==> src/rtl/instr_fetch_unit_pkg.sv <==
// Shared definitions for the instruction fetch unit: opcode field position and FSM state encoding.
// Latency: n/a (declarations only).
// Backpressure: n/a.
package instr_fetch_unit_pkg;

    // Opcode field of a 32-bit instruction word, forwarded to the main control decoder
    localparam int OP_MSB = 31;
    localparam int OP_LSB = 26;

    // Fetch FSM: IDLE waits for a free slot, REQ fetches at fetch_pc,
    // DRAIN holds a pre-redirect request until its (discarded) ack arrives
    typedef enum logic [1:0] {
        ST_IDLE  = 2'd0,
        ST_REQ   = 2'd1,
        ST_DRAIN = 2'd2
    } ifu_state_e;

endpackage

==> src/rtl/ifu_fifo.sv <==
// Synchronous FIFO of {pc, instr} entries with push, pop, flush and occupancy count.
// Latency: a push is visible at the head one cycle later.
// Backpressure: push when full and pop when empty are ignored; flush wins over push.
module ifu_fifo #(
    parameter int DW    = 64,
    parameter int DEPTH = 2
) (
    input  logic                       clk_i,
    input  logic                       rst_i,
    input  logic                       flush_i,
    input  logic                       push_i,
    input  logic [DW-1:0]              push_dat_i,
    input  logic                       pop_i,
    output logic [DW-1:0]              head_dat_o,
    output logic [$clog2(DEPTH):0]     count_o,
    output logic                       empty_o
);

    localparam int AW = $clog2(DEPTH);
    localparam int CW = AW + 1;

    logic [DW-1:0] mem_q [DEPTH];
    logic [AW-1:0] wr_ptr_q, wr_ptr_d;
    logic [AW-1:0] rd_ptr_q, rd_ptr_d;
    logic [CW-1:0] count_q, count_d;
    logic          do_push;
    logic          do_pop;

    assign do_push = push_i && !flush_i && (count_q != CW'(DEPTH));
    assign do_pop  = pop_i && (count_q != '0);

    // Pointer/count update; DEPTH is a power of two so pointers wrap naturally
    always_comb begin
        wr_ptr_d = wr_ptr_q;
        rd_ptr_d = rd_ptr_q;
        count_d  = count_q;
        if (flush_i) begin
            wr_ptr_d = '0;
            rd_ptr_d = '0;
            count_d  = '0;
        end else begin
            wr_ptr_d = wr_ptr_q + AW'(do_push);
            rd_ptr_d = rd_ptr_q + AW'(do_pop);
            count_d  = count_q + CW'(do_push) - CW'(do_pop);
        end
    end

    // Control state flops
    always_ff @(posedge clk_i or negedge rst_i) begin
        if (!rst_i) begin
            wr_ptr_q <= '0;
            rd_ptr_q <= '0;
            count_q  <= '0;
        end else begin
            wr_ptr_q <= wr_ptr_d;
            rd_ptr_q <= rd_ptr_d;
            count_q  <= count_d;
        end
    end

    // Storage needs no reset: entries are only observed while counted valid
    always_ff @(posedge clk_i) begin
        if (do_push) begin
            mem_q[wr_ptr_q] <= push_dat_i;
        end
    end

    assign head_dat_o = mem_q[rd_ptr_q];
    assign count_o    = count_q;
    assign empty_o    = (count_q == '0);

endmodule

==> src/rtl/instr_fetch_unit.sv <==
// Instruction fetch front end: PC, imem req/ack fetch FSM, {pc, instr} buffer toward decode.
// Latency: ack at N -> instr_valid_o at N+1; redirect at N -> request at new PC at N+1.
// Backpressure: instr_ready_i=0 holds the head; fetch stops when every slot is filled or reserved.
// Optional IFU_PERF_EN adds delivered-instruction and redirect counters.
module instr_fetch_unit
    import instr_fetch_unit_pkg::*;
#(
    parameter int                ADDR_W     = 32,
    parameter int                FIFO_DEPTH = 2,
    parameter logic [ADDR_W-1:0] RESET_PC   = '0
) (
    input  logic              clk_i,
    input  logic              rst_i,
    output logic              imem_req_o,
    output logic [ADDR_W-1:0] imem_addr_o,
    input  logic              imem_ack_i,
    input  logic [31:0]       imem_rdata_i,
    output logic              instr_valid_o,
    input  logic              instr_ready_i,
    output logic [31:0]       instr_o,
    output logic [ADDR_W-1:0] pc_o,
    output logic [5:0]        op_o,
    input  logic              redirect_i,
    input  logic [ADDR_W-1:0] redirect_pc_i
`ifdef IFU_PERF_EN
    ,
    output logic [31:0]       fetch_cnt_o,
    output logic [31:0]       redirect_cnt_o
`endif
);

    localparam int CW = $clog2(FIFO_DEPTH) + 1;
    localparam int DW = ADDR_W + 32;

    ifu_state_e        state_q, state_d;
    logic [ADDR_W-1:0] fetch_pc_q, fetch_pc_d;
    logic [ADDR_W-1:0] addr_q, addr_d;
    logic              req_q, req_d;

    logic [DW-1:0]     head_dat;
    logic [CW-1:0]     count;
    logic [CW-1:0]     count_nxt;
    logic              empty;
    logic              push;
    logic              pop;
    logic              slot_ok;

    // A live response is only taken in REQ; a redirect in the same cycle drops it
    assign push      = (state_q == ST_REQ) && imem_ack_i && !redirect_i;
    assign pop       = instr_valid_o && instr_ready_i;
    assign count_nxt = redirect_i ? '0 : (count + CW'(push) - CW'(pop));
    assign slot_ok   = (count_nxt < CW'(FIFO_DEPTH));

    ifu_fifo #(
        .DW    (DW),
        .DEPTH (FIFO_DEPTH)
    ) u_fifo (
        .clk_i      (clk_i),
        .rst_i      (rst_i),
        .flush_i    (redirect_i),
        .push_i     (push),
        .push_dat_i ({fetch_pc_q, imem_rdata_i}),
        .pop_i      (pop),
        .head_dat_o (head_dat),
        .count_o    (count),
        .empty_o    (empty)
    );

    // Next fetch state, PC and registered request address; redirect overrides everything
    always_comb begin
        state_d    = state_q;
        fetch_pc_d = fetch_pc_q;
        addr_d     = addr_q;
        case (state_q)
            ST_IDLE: begin
                if (count < CW'(FIFO_DEPTH)) begin
                    state_d = ST_REQ;
                    addr_d  = fetch_pc_q;
                end
            end
            ST_REQ: begin
                if (imem_ack_i) begin
                    fetch_pc_d = fetch_pc_q + ADDR_W'(4);
                    addr_d     = fetch_pc_q + ADDR_W'(4);
                    state_d    = slot_ok ? ST_REQ : ST_IDLE;
                end
            end
            ST_DRAIN: begin
                if (imem_ack_i) begin
                    addr_d  = fetch_pc_q;
                    state_d = slot_ok ? ST_REQ : ST_IDLE;
                end
            end
            default: state_d = ST_IDLE;
        endcase
        if (redirect_i) begin
            fetch_pc_d = redirect_pc_i;
            if ((state_q != ST_IDLE) && !imem_ack_i) begin
                // Outstanding request cannot be withdrawn: keep its address until acked
                state_d = ST_DRAIN;
                addr_d  = addr_q;
            end else begin
                state_d = ST_REQ;
                addr_d  = redirect_pc_i;
            end
        end
        req_d = (state_d != ST_IDLE);
    end

    // FSM, PC and registered imem request outputs
    always_ff @(posedge clk_i or negedge rst_i) begin
        if (!rst_i) begin
            state_q    <= ST_IDLE;
            fetch_pc_q <= RESET_PC;
            addr_q     <= '0;
            req_q      <= 1'b0;
        end else begin
            state_q    <= state_d;
            fetch_pc_q <= fetch_pc_d;
            addr_q     <= addr_d;
            req_q      <= req_d;
        end
    end

    assign imem_req_o    = req_q;
    assign imem_addr_o   = addr_q;
    assign instr_valid_o = !empty;
    assign instr_o       = instr_valid_o ? head_dat[31:0] : '0;
    assign pc_o          = instr_valid_o ? head_dat[DW-1:32] : '0;
    assign op_o          = instr_o[OP_MSB:OP_LSB];

`ifdef IFU_PERF_EN
    logic [31:0] fetch_cnt_q, fetch_cnt_d;
    logic [31:0] redirect_cnt_q, redirect_cnt_d;

    // Wrapping event counters: delivered instructions and redirects
    always_comb begin
        fetch_cnt_d    = fetch_cnt_q + 32'(pop);
        redirect_cnt_d = redirect_cnt_q + 32'(redirect_i);
    end

    // Counter flops
    always_ff @(posedge clk_i or negedge rst_i) begin
        if (!rst_i) begin
            fetch_cnt_q    <= '0;
            redirect_cnt_q <= '0;
        end else begin
            fetch_cnt_q    <= fetch_cnt_d;
            redirect_cnt_q <= redirect_cnt_d;
        end
    end

    assign fetch_cnt_o    = fetch_cnt_q;
    assign redirect_cnt_o = redirect_cnt_q;
`endif

endmodule

==> config.mk <==
export PLATFORM = sky130hd
export DESIGN_NAME = instr_fetch_unit
export DESIGN_NICKNAME = d
export VERILOG_FILES = /design/src/rtl/instr_fetch_unit_pkg.sv /design/src/rtl/ifu_fifo.sv /design/src/rtl/instr_fetch_unit.sv
export SDC_FILE = /design/constraint.sdc
export NUM_CORES = 1
export LEC_CHECK = 0
export ABC_CLOCK_PERIOD_IN_PS = 2950
export BUFFER_PORTS_ARGS = -buffer_cell sky130_fd_sc_hd__buf_4
export CORE_MARGIN = 8
export CORE_UTILIZATION = 45
export CTS_BUF_LIST = sky130_fd_sc_hd__clkbuf_16
export DETAILED_ROUTE_END_ITERATION = 8
export GPL_ROUTABILITY_DRIVEN = 0
export MAX_ROUTING_LAYER = met4
export PLACE_DENSITY = 0.76
export SYNTH_ARGS = -nofsm -noshare
export SYNTH_HDL_FRONTEND = slang
export SYNTH_SLANG_ARGS = --single-unit
export TNS_END_PERCENT = 50
==> constraint.sdc <==
create_clock -name clk_i -period 2.95 [get_ports clk_i]
set_input_delay 0.885 -clock clk_i [delete_from_list [all_inputs] [get_ports clk_i]]
set_output_delay 0.885 -clock clk_i [all_outputs]
set_load 0.005 [all_outputs]
# ---- Yosys cells after proc, flatten, opt, wreduce, memory -nomap -nowiden
# Memories as Yosys holds them, arrays and structs flattened.
# Cells that the tools add are included.
dict set report totals {
  mem_count 1
  ram_bits 128
  inputBits 69
  elab_cells 67
  regBits 71
}
dict set report op_classes {
  addsub 7
  n_mux 22
  n_lt_le_gt_ge 2
  n_eq_ne 7
  n_reduce_logical 21
}
# memory depth word_bits read_ports rd_ports_with_merged_regs wr line
set memory_table {}
lappend memory_table {u_fifo.mem_q 2 64 1 0 1 ifu_fifo.sv:22} ;# logic [DW-1:0] mem_q [DEPTH];
# operator n
set ops {}
lappend ops {{2-to-1 mux 32 bit} 9}
lappend ops {{case mux 32 bit (3 select lines)} 1}
lappend ops {{adder 32 x 3 -> 32 bit, second input constant} 1}
lappend ops {{2-to-1 mux 2 bit} 6}
lappend ops {{nonzero test 2 bit} 5}
lappend ops {{inequality test 3 bit, second input constant} 3}
lappend ops {{logical AND 1 bit} 7}
lappend ops {{2-to-1 mux 1 bit} 5}
lappend ops {{AND reduction 5 bit} 1}
lappend ops {{adder 2 x 1 -> 2 bit} 2}
lappend ops {{zero test 2 bit} 2}
lappend ops {{less-than comparator 2 bit, second input constant} 2}
lappend ops {{inequality test 2 bit, second input constant} 2}
lappend ops {{case mux 2 bit (2 select lines)} 1}
lappend ops {{nonzero test 4 bit} 1}
lappend ops {{subtractor 2 x 1 -> 2 bit} 2}
lappend ops {{zero test 1 bit} 3}
lappend ops {{adder 1 bit} 2}
lappend ops {{== test 2 x 1 -> 1 bit, second input constant} 1}
lappend ops {{== test 2 bit, second input constant} 1}
lappend ops {{AND reduction 2 bit} 1}
lappend ops {{OR reduction 2 bit} 1}

# ---- Longest topological paths before layout
# Gate-level depths: netlist of run 1.
dict set report logic_depth {
  depth_word 12
  ltp_mapped 10
  ltp_nobuf 8
}

# ---- By module
# A second synthesis of run 1 with hierarchy kept.
dict set report unflattened {
  cells_unflattened 762
  hier_area_um2 9461.6
}
# mod area_per_inst_um2 n_inst cells_per_inst
set by_module_without_submodules {}
lappend by_module_without_submodules {ifu_fifo 4885.9 1 227}
lappend by_module_without_submodules {instr_fetch_unit 4575.6 1 535}

# ---- Least setup slack after synthesis of run 1
# Ideal clock, no wire load.
dict set report synth_timing {
  path_kind {in2reg}
  startpoint {input port redirect_i}
  endpoint {memory u_fifo.mem_q[1][0], enable pin}
  setup_time_ns 0.429
  stages 5
  path_buffers 3
  required_ns 2.521
  path_slack_ns -0.906
  arrival_time_ns 3.426
  cell_sequence {buf_2 > buf_1 > buf_1 > a211oi_1 > ha_1}
}
dict set report synth_between {
  elab_chain_len 6
}
# item line
set synth_lines {}
lappend synth_lines {{from (decl)} instr_fetch_unit.sv:23} ;# input logic redirect_i,
lappend synth_lines {{zero test 1 bit *} {ifu_fifo.sv:29, instr_fetch_unit.sv:49}}
lappend synth_lines {{logical AND 1 bit} instr_fetch_unit.sv:49} ;# assign push = (state_q == ST_REQ) && imem_ack_i && !redirect_i;
lappend synth_lines {{logical AND 1 bit * (2 in series)} ifu_fifo.sv:29} ;# assign do_push = push_i && !flush_i && (count_q != CW'(DEPTH));
lappend synth_lines {{2-to-1 mux 1 bit *} ifu_fifo.sv:63} ;# if (do_push) begin
lappend synth_lines {{2-to-1 mux 1 bit (not written as such) *} ifu_fifo.sv:64} ;# mem_q[wr_ptr_q] <= push_dat_i;
lappend synth_lines {{to (decl)} ifu_fifo.sv:22}
# Mark *: on every way between the ends. The rest lies on a longest branch, timed or not.

# ---- Final worst setup path of run 1
dict set report layout_timing {
  startpoint {register u_fifo.count_q[1] (netlist: u_fifo.count_o[1])}
  endpoint {output port op_o[1]}
}
dict set report layout_between {
  elab_chain_len 2
}
# item line
set layout_lines {}
lappend layout_lines {{from (decl)} ifu_fifo.sv:25} ;# logic [CW-1:0] count_q, count_d;
lappend layout_lines {{from (signal assigned)} ifu_fifo.sv:57} ;# count_q <= count_d;
lappend layout_lines {{zero test 2 bit} ifu_fifo.sv:70} ;# assign empty_o = (count_q == '0);
lappend layout_lines {{2-to-1 mux 32 bit} instr_fetch_unit.sv:128} ;# assign instr_o = instr_valid_o ? head_dat[31:0] : '0;
lappend layout_lines {{to (decl)} instr_fetch_unit.sv:22} ;# output logic [5:0] op_o,
# No other way between the ends.

==> results of run 1 <==
flip-flops by register name (all words and copies together) (netlist names):
register and count:
fetch_pc_q 32, u_fifo.wr_ptr_q 1, state_q 2, u_fifo.count_o 2
u_fifo.rd_ptr_q 1, imem_addr_o 32, u_fifo.mem_q 128, imem_req_o 1
how the worst max path moves through the flow:
| stage | cells past startpoint | to | startpoint | slack [ps] |
|---|---|---|---|---|
| 2_1_floorplan | 5 | u_fifo.mem_q[0][0] | redirect_i | -260 |
| 3_3_place_gp | 5 | u_fifo.mem_q[0][50] | imem_ack_i | 520 |
| 3_5_place_dp | 5 | u_fifo.mem_q[0][49] | imem_ack_i | 480 |
| 4_1_cts | 4 | instr_o[27] | u_fifo.count_o[1] | 200 |
| 5_1_grt | 4 | op_o[1] | u_fifo.count_o[1] | 110 |
| 6_report | 4 | op_o[1] | u_fifo.count_o[1] | 250 |
area by class of cell:
type / count / area, um^2 / area share
Inverter: 11 / 41.3 / 0.00362
Sequential cell: 199 / 5620 / 0.493
Multi-Input combinational cell: 467 / 3220 / 0.282
Timing Repair Buffer: 192 / 1580 / 0.138
Clock buffer: 17 / 425 / 0.0373
Clock inverter: 15 / 179 / 0.0157
Tap cell: 270 / 338 / 0.0296
metrics by stage:
stage	hold slack [ps]	setup TNS, ps	worst slack [ps]	util	power (mW)
2_1_floorplan	437	-33830	-264	-	5.44
3_3_place_gp	447	0	520	0.537	7.01
3_5_place_dp	469	0	482	0.537	7.08
4_1_cts	432	0	198	0.567	9.46
5_1_grt	450	0	107	0.567	9.87
6_report	428	0	246	0.567	9.34
where the power goes:
group	internal [mW]	switching, mW	total, mW
combinational	1.57	1.54	3.12
clock	1.34	1.03	2.37
sequential	3.46	0.400	3.86
cells by family after synthesis:
group,count (synthesis),synth area share
simple gates,244,0.136
flops,199,0.615
mux,88,0.0990
compound gates,70,0.0503
buf+inv,60,0.0334
xor+xnor,56,0.0537
fa+ha+maj,9,0.0123
layer usage:
metal  global-route usage  part of all wire
met5                    -                 0
met4               0.0530             0.010
met3               0.0328             0.073
met1                0.239              0.44
met2                0.296              0.48
worst reg2reg max path, delay by kind of cell (launching register included):
family	cells	cell delay, ps
and+or+nand+nor	2	830
buffers and inverters	3	430
DFF	1	400
adders and majority gates	1	320
AOI/OAI and AO/OA	2	320
Yosys cell counts (all sizes together) (7+ instances only):
master,instances
nor3,18
dfrtp,71
clkbuf,13
mux2i,69
nor2,106
o21ai,22
nand2,52
mux2,19
a211oi,9
xnor2,21
inv,11
ha,9
xor2,35
nor4,7
a21oi,15
edfxtp,128
nand4,25
nand3,17
buf,36
cells in the final DEF (no fill, tap or decap), drive strengths merged, types with 18 or more instances in the layout:
master | synthesis | routed
nor3 | 18 | 18
nand2 | 52 | 52
nand4 | 25 | 25
mux2i | 69 | 69
xnor2 | 21 | 21
o21ai | 22 | 22
buf | 36 | 192
mux2 | 19 | 19
nor2 | 106 | 106
dfrtp | 71 | 71
edfxtp | 128 | 128
xor2 | 35 | 35
==> impl_metrics.yaml, run 1 <==
timing:
  fmax_ghz: 0.370
  slew_headroom: 0.596
  hold_violations: 0
  setup_viol_count_final: 0
  maxSlewViolCount: 0
  worstMarginPinSlew_ps: 603
  rsz0062_at_grt: "false"
  period_needed_ps: 2700
  skew_ps: 10.1
  period_share: 0.917
die:
  rows: 52
  die_area_um2: 25100
  die_w_um: 158
  die_h_um: 158
  num_io_pins: 173
  initial_core_util: 0.454
  coreArea_um2: 20100
placement:
  dpl_cell_area_um2: 10800
  io_buffers: 172
  placedCellCount: 1139
  dpl.hpwl_mm: 16.1
power:
  power_leakage_nw: 4.40
  p_per_area_nw_per_um2: 819
  ir_drop_mv: 0.443
yosys:
  syn_nets: 804
  synthArstFlopShare: 0.357
  avgSynthCellArea_um2: 12.6
  seq_area_frac_synth: 0.615
  synth_top_flop_cell: "edfxtp_1"
  synthCells: 726
  ys_top_cells_by_area: "edfxtp_1 42%, dfrtp_1 19%, mux2i_1 7.6%"
  syn_area_um2: 9130
  synth_edf_count: 128
  synth_top_area_cell: "edfxtp_1"
  synth_top_cell_area_share: 0.421
  synth_cell_types: 57
  yosys_warnings: 0
  ys_ff_latch: 199
setup_path:
  cp-start-kind: "flop"
  reg2reg_slack_ps: 560
  cp_num_buf_inv: 2
  worstRegToRegCells: 8
  worst-endpoint-required_ps: 2070
  cp_max_fo: 30
  crit_family: "simple AND/OR/NAND/NOR gates"
  cp.arrival_ps: 1820
  crit_chain: "nor2_4 -> buf_12 -> nor2_1 -> buf_4"
  timing.rr.end: "imem_addr_o[23]"
  cp_slowest_cell: "dfrtp_1"
  r2r_start: "state_q[1]"
  max_stage_delay_ps: 480
  crit_type: "flop to primary output"
  cp-end-kind: "primary output"
clocking:
  clk_path_buf_depth: 2
  clock_latency_ps: 430
  clk_pin_slew_ps: 70
  cts_tree: "yes"
  post_cts_buffers: 0
  cts_sinks: 199
  cts.repair.resized: 0
  hold_buffers: 0
  cts_buffers: 17
  clock-root-buffer: "clkbuf_16"
  htreeDepth: 4
job:
  cap_violations: 0
layout:
  final_layout_size_suffix_gt1_frac: 0.295
  num-nets-final: 966
  post-route-cell-area_um2: 11400
  stdcell_count: 1171
  diodes: 0
  area_growth_pct: 24.9
  fillers: 1642
grt:
  grt_pass1_vias: 6210
  grt_max_degree: 37
  track_usage: 0.185
  gr-total-overflow: 0
  grt_pass1_wl_mm: 34.4
  antenna_found_initial: 0
drt:
  routed_wl_mm: 22.1
  drtAntennaViolNets: 0
  drc_errors: 0
  vias: 6182
  via_per_inst: 5.28
  drt-initial-drc-count: 437
  dr.pass1.iters: 5
  post_drt_wl_per_cell_um: 18.9
status:
  status: "completed"
min_path:
  hold_path.class: "primary input to asynchronous set/reset pin"
(Power assumes the default switching activity.)
==> run 2: changes to the inputs <==
--- a/config.mk
+++ b/config.mk
@@ -14,6 +14,7 @@
 export GPL_ROUTABILITY_DRIVEN = 0
 export MAX_ROUTING_LAYER = met4
 export PLACE_DENSITY = 0.76
+export REMOVE_ABC_BUFFERS = 1
 export SYNTH_ARGS = -nofsm -noshare
 export SYNTH_HDL_FRONTEND = slang
 export SYNTH_SLANG_ARGS = --single-unit
==> run 2 against run 1 <==
Register-to-register slack about the same. Final area increased by 0.11%. Sequential share of layout area decreased by 0.054 points. Global-route usage decreased by 0.20 points. Highest routed layer unchanged.
==> impl_metrics.yaml, run 2 (synthesis gave the netlist of run 1 again) <==
power:
  p_per_area_nw_per_um2: 814
  switching_share: 0.326
  p_sw_mw: 3.03
  intPower_mw: 6.27
  pwr-share-comb: 0.331
  power_frac_clock: 0.251
  ir_drop_mv: 0.701
  power_leakage_nw: 4.41
  pwr-share-seq: 0.417
die:
  initial_core_util: 0.454
  die_area_um2: 25100
  coreArea_um2: 20100
  die_w_um: 158
  rows: 52
  die_h_um: 158
  num_io_pins: 173
layout:
  regMostFlops: "u_fifo.mem_q"
  most-common-layout-cells: "192 x buf_4, 128 x edfxtp_1, 103 x nor2_1"
  final_common_cell: "buf_4"
  largest_register_ffs: 128
  post-route-cell-area_um2: 11400
  area_growth_pct: 25.0
  final_layout_size_suffix_gt1_frac: 0.304
  diodes: 0
  num-nets-final: 973
clocking:
  hold_buffers: 0
  cts_tree: "yes"
  clk_path_buf_depth: 2
  cts_sinks: 199
  cts.repair.resized: 0
  clock_latency_ps: 430
  clk_pin_slew_ps: 70
  htreeDepth: 4
  cts_buffers: 17
  clock-root-buffer: "clkbuf_16"
  post_cts_buffers: 0
setup_path:
  cp-end-kind: "primary output"
  cp-start-kind: "flop"
  worst-endpoint-required_ps: 2070
  cp_max_fo: 26
  crit_type: "flop to primary output"
  worstRegToRegCells: 9
  cp.arrival_ps: 1970
grt:
  antenna_found_initial: 0
  track_usage: 0.183
  grt_pass1_wl_mm: 34.2
  grt_pass1_vias: 6133
  grt_max_degree: 65
  gr-total-overflow: 0
placement:
  dpl_cell_area_um2: 10800
  dpl.hpwl_mm: 15.8
  io_buffers: 172
drt:
  vias: 6155
  routed_wl_mm: 22.1
  post_drt_wl_per_cell_um: 18.8
  via_per_inst: 5.22
  drt-initial-drc-count: 529
  drtAntennaViolNets: 0
  drc_errors: 0
  dr.pass1.iters: 5
timing:
  worstMarginPinSlew_ps: 807
  fin_tns_setup_ps: 0
  skew_ps: 9.58
  hold_violations: 0
  setup_viol_count_final: 0
  fmax_ghz: 0.351
  rsz0062_at_grt: "false"
  maxSlewViolCount: 0
  period_needed_ps: 2850
  period_share: 0.967
  slew_headroom: 0.461
job:
  cap_violations: 0
min_path:
  hold_path.class: "primary input to asynchronous set/reset pin"
status:
  status: "completed"
-- run 2: worst paths after layout --
path                                 start                   to  slack (ps)
min in group clk_i           fetch_pc_q[1]  u_fifo.mem_q[1][33]         480
setup reg to reg                state_q[1]      imem_addr_o[27]         570
setup / recovery           u_fifo.rd_ptr_q              op_o[2]         100
hold / removal                       rst_i           imem_req_o         400
max in group asynchronous            rst_i       fetch_pc_q[31]        1980
hold reg to reg              fetch_pc_q[1]  u_fifo.mem_q[1][33]         480
-- run 2: routing by layer --
| metal | global-route usage | vias up | part of all wire |
|---|---|---|---|
| met5 | - | - | 0 |
| li1 | - | 2935 | - |
| met1 | 0.237 | 3007 | 0.44 |
| met3 | 0.0358 | 18 | 0.068 |
| met2 | 0.291 | 195 | 0.48 |
| met4 | 0.0480 | 0 | 0.010 |
-- run 2: final cells by class --
class | count | area [um^2]
multi-input combinational | 467 | 3240
sequential | 199 | 5620
fill | 1656 | 8680
clock buffer | 17 | 425
clock inverter | 15 | 169
timing repair buffer | 199 | 1580
tap | 270 | 338
inverter | 11 | 41.3
-- run 2: critical path: stages (launching register included) --
cell	delay [ps]
dfrtp_4	760
buf_12	290
mux2i_1	260
nor2_1	80
buf_4	150
-- run 2: per-stage QoR --
| stage | hold slack, ps | utilization | cells | setup slack, ps | power (mW) |
|---|---|---|---|---|---|
| finish | 401 | 0.568 | 1178 | 98.3 | 9.30 |
| CTS | 407 | 0.568 | 1178 | 68.1 | 9.39 |
| floorplan | 438 | - | 677 | -912 | 5.35 |
| global placement | 449 | 0.538 | 1146 | 482 | 7.00 |
| global route | 424 | 0.568 | 1178 | 6.70 | 9.82 |
| detailed placement | 464 | 0.538 | 1146 | 414 | 7.06 |
-- run 2: power by group through the flow --
stage / registers [mW] / logic [mW] / clock network (mW)
floorplan: 3.89 / 1.46 / 0
global route: 3.93 / 3.39 / 2.49
global placement: 3.92 / 3.08 / 0
CTS: 3.88 / 3.14 / 2.37
detailed placement: 3.94 / 3.13 / 0
finish: 3.88 / 3.08 / 2.34
